## src/rtl/fifo.sv

```systemverilog
// Single-clock byte FIFO between the UART paths and the memory controller.
// Optional sticky overflow/underflow flags are built when FIFO_ERR_FLAGS_EN is defined.
module fifo #(
   parameter int WIDTH      = 8,
   parameter int DEPTH      = 32,
   parameter int ADDR_WIDTH = $clog2(DEPTH)
) (
   input  logic             clk,
   input  logic             rst,
   input  logic             wr_en,
   input  logic [WIDTH-1:0] din,
   output logic             full,
   input  logic             rd_en,
   output logic [WIDTH-1:0] dout,
   output logic             empty,
   output logic             overflow,
   output logic             underflow
);

   localparam logic [ADDR_WIDTH:0] PTR_ONE = {{ADDR_WIDTH{1'b0}}, 1'b1};

   logic [WIDTH-1:0]    mem [DEPTH];
   logic [ADDR_WIDTH:0] wr_ptr;
   logic [ADDR_WIDTH:0] rd_ptr;
   logic                wr_ok;
   logic                rd_ok;

   // Extra pointer MSB distinguishes full from empty when the indices match.
   assign empty = (wr_ptr == rd_ptr);
   assign full  = (wr_ptr[ADDR_WIDTH-1:0] == rd_ptr[ADDR_WIDTH-1:0]) &&
                  (wr_ptr[ADDR_WIDTH] != rd_ptr[ADDR_WIDTH]);

   assign wr_ok = wr_en && !full;
   assign rd_ok = rd_en && !empty;

   always_ff @(posedge clk) begin
      if (wr_ok) begin
         mem[wr_ptr[ADDR_WIDTH-1:0]] <= din;
      end
   end

   always_ff @(posedge clk or negedge rst) begin
      if (!rst) begin
         wr_ptr <= '0;
         rd_ptr <= '0;
         dout   <= '0;
      end else begin
         if (wr_ok) begin
            wr_ptr <= wr_ptr + PTR_ONE;
         end
         if (rd_ok) begin
            rd_ptr <= rd_ptr + PTR_ONE;
            dout   <= mem[rd_ptr[ADDR_WIDTH-1:0]];
         end
      end
   end

`ifdef FIFO_ERR_FLAGS_EN
   always_ff @(posedge clk or negedge rst) begin
      if (!rst) begin
         overflow  <= 1'b0;
         underflow <= 1'b0;
      end else begin
         if (wr_en && full) begin
            overflow <= 1'b1;
         end
         if (rd_en && empty) begin
            underflow <= 1'b1;
         end
      end
   end
`else
   assign overflow  = 1'b0;
   assign underflow = 1'b0;
`endif

endmodule

```

## config.mk

```make
export PLATFORM = sky130hd
export DESIGN_NAME = fifo
export DESIGN_NICKNAME = d
export VERILOG_FILES = /design/src/rtl/fifo.sv
export SDC_FILE = /design/constraint.sdc
export NUM_CORES = 1
export LEC_CHECK = 0
export CORE_ASPECT_RATIO = 0.7
export CORE_UTILIZATION = 40
export DETAILED_ROUTE_END_ITERATION = 12
export PLACE_DENSITY = 0.53
export SLEW_MARGIN = 40
export SYNTH_ARGS = -nofsm -noshare
export SYNTH_HDL_FRONTEND = slang
export SYNTH_SLANG_ARGS = --single-unit
```

## constraint.sdc

```tcl
create_clock -name clk -period 5.49 [get_ports clk]
set_clock_uncertainty 0.15 [all_clocks]
set_input_delay 0.549 -clock clk [delete_from_list [all_inputs] [get_ports clk]]
set_output_delay 0.549 -clock clk [all_outputs]
set_load 0.05 [all_outputs]
```

==> out/metrics.csv, run 1 <==
metric;value;unit
outcome;finished clean;
static leakage;0.00405;uW
sequential fraction of the synthesis area;73.7;%
critical path data arrival time;3.04;ns
Setup crit start kind;register;
type of the most critical hold path;in -> reg;
Syn Inst Count;616;
Core ar.;0.0270;mm2
Hold Path Depth;1;
clk buf depth;3;
most common cell in the synthesized netlist;edfxtp_1;
R2R cell count;5;
cell count after placement;970;
vias in the first global route;5908;
HPWL Detailed;16.9;mm
Vias/cell;5.65;
worst vdd ir;0.000292;V
Avg WL per Cell;26.5;um
initial antenna violation count;2;
CP required;4.79;ns
Worst R2R Start;rd_ptr[0];
share of layout cells above drive strength 1;17.2;%
Hold Startpoint;din[6];
Ports;24;
Reg-to-Reg End;mem[6][2];
Synth Area per Inst;18.0;um2
Num CTS Buffers;27;
final worst path period share;68.1;%
post-synth top area cell;edfxtp_1;
vias after detailed routing;5743;
FFs w/ async S/R, synth;7.25;%
Chip Width;201;um
setup violators final;0;
number of diodes;0;
Die Ht;141;um
total iterations of the first detailed-routing run;5;
GRT Util Overall;19.3;%
register bit count reported by yosys;276;
count of input and output buffers;21;
Rel. slew slack;44.5;%
DRT iter0 DRCs;475;
Final GP Congestion;0.850;
Final Hold Fails;0;
Post-CTS Resized;0;
Reg clk slew, reported paths;0.06;ns
Slew Limit Fails;0;
Synth area leaders;edfxtp_1 69%, mux2_2 5.0%, dfrtp_1 4.5%, mux4_1 3.5%, mux2i_1 2.9%;
CTS tree;built;
H-tree Lvls;1;
die area;0.0284;mm2
Fin Setup TNS;0;ns
global-route wire length before repair;39.9;mm
antenna-violating nets left;0;
RSZ-0062 raised after global routing;false;
Post-Syn Area;0.0111;mm2
Hold WS;0.364;ns
Distinct cells, synth;41;
Worst R2R Setup Slack;1.97;ns
Crit Path Category;reg -> out;
grt total ovfl;0;
Max Clk Rate;267;MHz
root buffer cell;clkbuf_16;
Min Clock Period, post-route;3.74;ns
Yosys warning count;0;
area delta synth->final;11.9;%
Starting Density;41.1;%
clock sink count;276;
Rows;50;
number of synthesized flops with an enable pin;256;
pin count of the biggest net entering global routing;50;
final wirelength;27.0;mm
nets;653;
CP max FO;30;
Post-synth top cells;256 x edfxtp_1, 49 x mux2_2, 40 x nor2_1;
predominant post-synthesis flop cell;edfxtp_1;
share of the synthesized area in the top cell type;69.2;%
clk_lat worst skew;0.53;ns
worst slew pin tran;0.833;ns
Max Cap Viol;0;
Non-Filler Instances;1017;
# DRC;0;
Cell Pwr Density;509;mW/mm2
Hold Path Sink;mem[24][6];
post-CTS setup buffers;0;
crit path capture type;output port;
metrics by stage:
| step | total power (uW) | worst slack [ns] | utilization, % | area, um2 |
|---|---|---|---|---|
| finish | 6320 | 1.75 | 46.0 | 12400 |
| global route | 6580 | 1.59 | 46.0 | 12400 |
| CTS | 6330 | 1.72 | 45.9 | 12400 |
| detailed placement | 4610 | 1.97 | 42.9 | 11600 |
| global placement | 4570 | 2.12 | 42.8 | 11600 |
| floorplan | 4050 | 3.08 | - | 11100 |
flip-flops by register name, indices dropped and copies added, names as in the netlist:
signal / count
wr_ptr: 6
mem: 256
dout: 8
rd_ptr: 6
cells by family (layout without fill, tap and decap cells):
| family | after synthesis | count (layout) | share of synthesized area (%) |
|---|---|---|---|
| other | 1 | 2 | 0.0338 |
| XOR/XNOR | 17 | 17 | 1.34 |
| AO/OA/AOI/OAI | 83 | 83 | 5.65 |
| flip-flops | 276 | 276 | 73.7 |
| AND/OR/NAND/NOR | 87 | 87 | 3.52 |
| buffers and inverters | 42 | 78 | 1.94 |
| multiplexers | 105 | 105 | 13.2 |
| adder cells (fa/ha/maj) | 5 | 5 | 0.563 |
metal layers:
metal,global-route usage (%),wire length [um],vias up
met3,3.65,2040,39
met4,3.78,439,0
met2,29.0,12000,232
li1,-,-,2507
met5,0,0,-
met1,29.3,12400,2965
report_power, final:
| part | internal, uW | switching [uW] | leakage, uW | total [uW] |
|---|---|---|---|---|
| registers | 2500 | 298 | 0.00254 | 2800 |
| logic | 748 | 1040 | 0.00111 | 1790 |
| clock network | 980 | 750 | 0.000395 | 1730 |
| total | 4230 | 2090 | 0.00405 | 6320 |
layout make-up:
type / instances / area (um2)
multi-input cells: 299 / 2710
fillers: 2277 / 14600
inverters: 7 / 26.3
flip-flops and latches: 276 / 8190
well taps: 364 / 455
clock inverters: 18 / 129
repair buffers: 25 / 228
clock buffers: 28 / 679
placed cells by master (no fill, tap or decap), types with 3 or more instances in the layout:
cell type and n:
o311ai_1 7, or3_1 3, mux4_1 15, dfrtp_1 18, mux2_2 49, clkbuf_16 27
clkinv_2 4, a32o_1 8, nand2_1 23, ha_1 5, clkdlybuf4s50_1 12, edfxtp_1 256
clkinv_1 11, a21oi_1 8, a22o_1 8, a2111oi_0 8, o21ai_0 9, nor2_1 39
buf_2 5, xnor2_1 10, buf_4 6, xor2_1 7, nor2b_1 9, mux2i_1 32
mux4_2 9, nand3b_1 3, o22ai_1 24, inv_1 6, a221o_1 8
critical path: stages, from the launching register on:
cell and delay, ns:
dfrtp_2 0.86, xor2_1 0.18, nor3_1 0.41, nand2_1 0.13
nor2_1 0.12, clkdlybuf4s50_1 0.81
worst max-delay path by stage:
stage / endpoint / from
2_1_floorplan: empty / rd_ptr[2]
3_3_place_gp: mem[30][0] / rd_ptr[0]
3_5_place_dp: mem[10][1] / rd_ptr[0]
4_1_cts: empty / rd_ptr[0]
5_1_grt: empty / rd_ptr[0]
6_report: empty / rd_ptr[0]
timing repair:
item,4_1_cts,5_1_grt
setup endpoints to repair,0,0
endpoints found under the hold margin,20,0
hold buffers,1,0
Power figures use the tool's default switching activity.
==> run 2, diff against run 1 <==
==> constraint.sdc (replaced) <==
create_clock -name clk -period 3.8 [get_ports clk]
set_clock_uncertainty 0.15 [all_clocks]
set_input_delay 0.38 -clock clk [delete_from_list [all_inputs] [get_ports clk]]
set_output_delay 0.38 -clock clk [all_outputs]
set_load 0.05 [all_outputs]
==> run 2 against run 1 <==
Routed wire length decreased by 0.79%. Power is 46% higher. Worst hold slack got worse by 0.28 ns. Global-route usage is 0.11 points lower. Critical path type unchanged. Largest cell class unchanged.
==> out/metrics.csv, run 2 (synthesis gave the netlist of run 1 again) <==
metric;value;unit;change
Slew Limit Fails;0;;unchanged
Setup crit start kind;register;;unchanged
clk buf depth;3;;unchanged
clock sink count;276;;unchanged
outcome;finished clean;;unchanged
H-tree Lvls;1;;unchanged
global-route wire length before repair;39.0;mm;was 39.9 mm
Post-CTS Resized;0;;unchanged
Min Clock Period, post-route;3.31;ns;
vias after detailed routing;5766;;was 5,743
CP max FO;13;;was 30
total iterations of the first detailed-routing run;5;;unchanged
Reg clk slew, reported paths;0.06;ns;about the same
Num CTS Buffers;26;;was 27
antenna-violating nets left;0;;unchanged
Starting Density;41.1;%;unchanged
Fin Setup TNS;0;ns;unchanged
Core ar.;0.0270;mm2;unchanged
critical path data arrival time;2.78;ns;was 3.04 ns
CTS tree;built;;unchanged
final wirelength;26.8;mm;was 27.0 mm
Cell Pwr Density;732;mW/mm2;was 509 mW/mm2
worst slew pin tran;0.804;ns;was 0.833 ns
Ports;24;;unchanged
count of input and output buffers;21;;unchanged
Hold WS;0.0859;ns;was 0.364 ns
area delta synth->final;13.4;%;was 11.9%
GRT Util Overall;19.2;%;was 19.3%
number of flip-flops under the largest register name;256;;unchanged
worst vdd ir;0.000390;V;was 0.000292 V
RSZ-0062 raised after global routing;false;;unchanged
HPWL Detailed;17.4;mm;was 16.9 mm
Rel. slew slack;46.4;%;was 44.5%
share of layout cells above drive strength 1;18.9;%;was 17.2%
nets;661;;was 653
# DRC;0;;unchanged
static leakage;0.00413;uW;was 0.00405 uW
Chip Width;201;um;unchanged
Die Ht;141;um;unchanged
Vias/cell;5.61;;was 5.65
Avg WL per Cell;26.1;um;was 26.5 um
clk_lat worst skew;0.54;ns;was 0.53 ns
most common cell after layout, fill and taps aside;edfxtp_1;;unchanged
worst-path cell chain;xor2_1 > nor3_1 > nand2_1 > nor2_1 > clkdlybuf4s50_1;;unchanged
commonest non-fill, non-tap cells in the layout;256 x edfxtp_1, 49 x mux2_2, 38 x nor2_1, 32 x mux2i_1, 27 x clkbuf_16;;was 256 x edfxtp_1, 49 x mux2_2, 39 x nor2_1, 32 x mux2i_1, 27 x clkbuf_16
number of diodes;0;;unchanged
Crit path largest cell delay;0.81;ns;was 0.86 ns
Final Hold Fails;0;;unchanged
type of the most critical hold path;in -> reg;;unchanged
root buffer cell;clkbuf_16;;unchanged
Slowest-stage cell, CP;clkdlybuf4s50_1;;was dfrtp_2
DRT iter0 DRCs;658;;was 475
vias in the first global route;5821;;was 5,908
setup violators final;0;;unchanged
Final GP Congestion;0.855;;was 0.850
crit path capture type;output port;;unchanged
pin count of the biggest net entering global routing;70;;was 50
CP required;3.27;ns;was 4.79 ns
final worst path period share;87.1;%;
Max Cap Viol;0;;unchanged
Max Clk Rate;302;MHz;
Crit Path Category;reg -> out;;unchanged
grt total ovfl;0;;unchanged
die area;0.0284;mm2;unchanged
initial antenna violation count;0;;was 2
Rows;50;;unchanged
## run 2: changes by cell type in the layout (fill, tap and decap cells not counted), moves of 2 or more
cell and delta:
buf_12 +2, buf_16 +3, buf_4 +2, clkbuf_1 +3, clkinv_1 -6, clkinv_2 +2
## run 2: through the flow
step | setup WS [ns] | utilization, % | cell area (um2) | total power [uW] | std cells
after global placement | 0.665 | 42.9 | 11600 | 6640 | 973
after floorplan | 1.49 | - | 11100 | 5850 | 617
final | 0.489 | 46.6 | 12600 | 9210 | 1027
after CTS | 0.484 | 46.6 | 12600 | 9250 | 1027
after global routing | 0.235 | 46.6 | 12600 | 9610 | 1027
after detailed placement | 0.533 | 43.5 | 11800 | 6710 | 979
## run 2: cell type report
cell class	instances	area, um2
Clock buffer	31	691
Clock inverter	16	133
Fill cell	2278	14400
Inverter	7	26.3
Multi-Input combinational cell	299	2710
Sequential cell	276	8190
Tap cell	364	455
Timing Repair Buffer	34	382
## run 2: final timing paths
check	slack, ns	cells after the start	start	endpoint
setup / recovery	0.49	5	rd_ptr[4]	full
hold / removal	0.09	1	din[5]	mem[20][5]
setup reg to reg	0.53	5	rd_ptr[3]	mem[5][1]
hold reg to reg	0.36	1	dout[4]	dout[4]
max in group asynchronous	2.94	2	rst	rd_ptr[1]
min in group asynchronous	0.19	2	rst	rd_ptr[5]
## run 2: critical path, delay by kind of cell, from the launching register on
kind	cells	cell delay [ns]
buffers and inverters	1	0.81
AND/OR/NAND/NOR	3	0.66
flip-flops	1	0.54
XOR/XNOR	1	0.23
## run 2: repair_timing
| action | CTS | global route |
|---|---|---|
| hold buffers | 1 | 0 |
| setup buffers | 0 | 0 |
| endpoints found under the hold margin | 20 | 0 |
## run 2: power by group
group	switching (uW)	internal (uW)	total [uW]
clock	1110	1430	2540
sequential	265	3620	3880
combinational	1660	1130	2790
total	3030	6180	9210
## run 2: layer usage
layer	track usage, %	vias up	part of all wire (%)
met4	3.74	0	1.4
met5	0	-	0
met3	4.66	27	7.6
met2	28.1	221	44
met1	29.1	2990	47
li1	-	2528	-
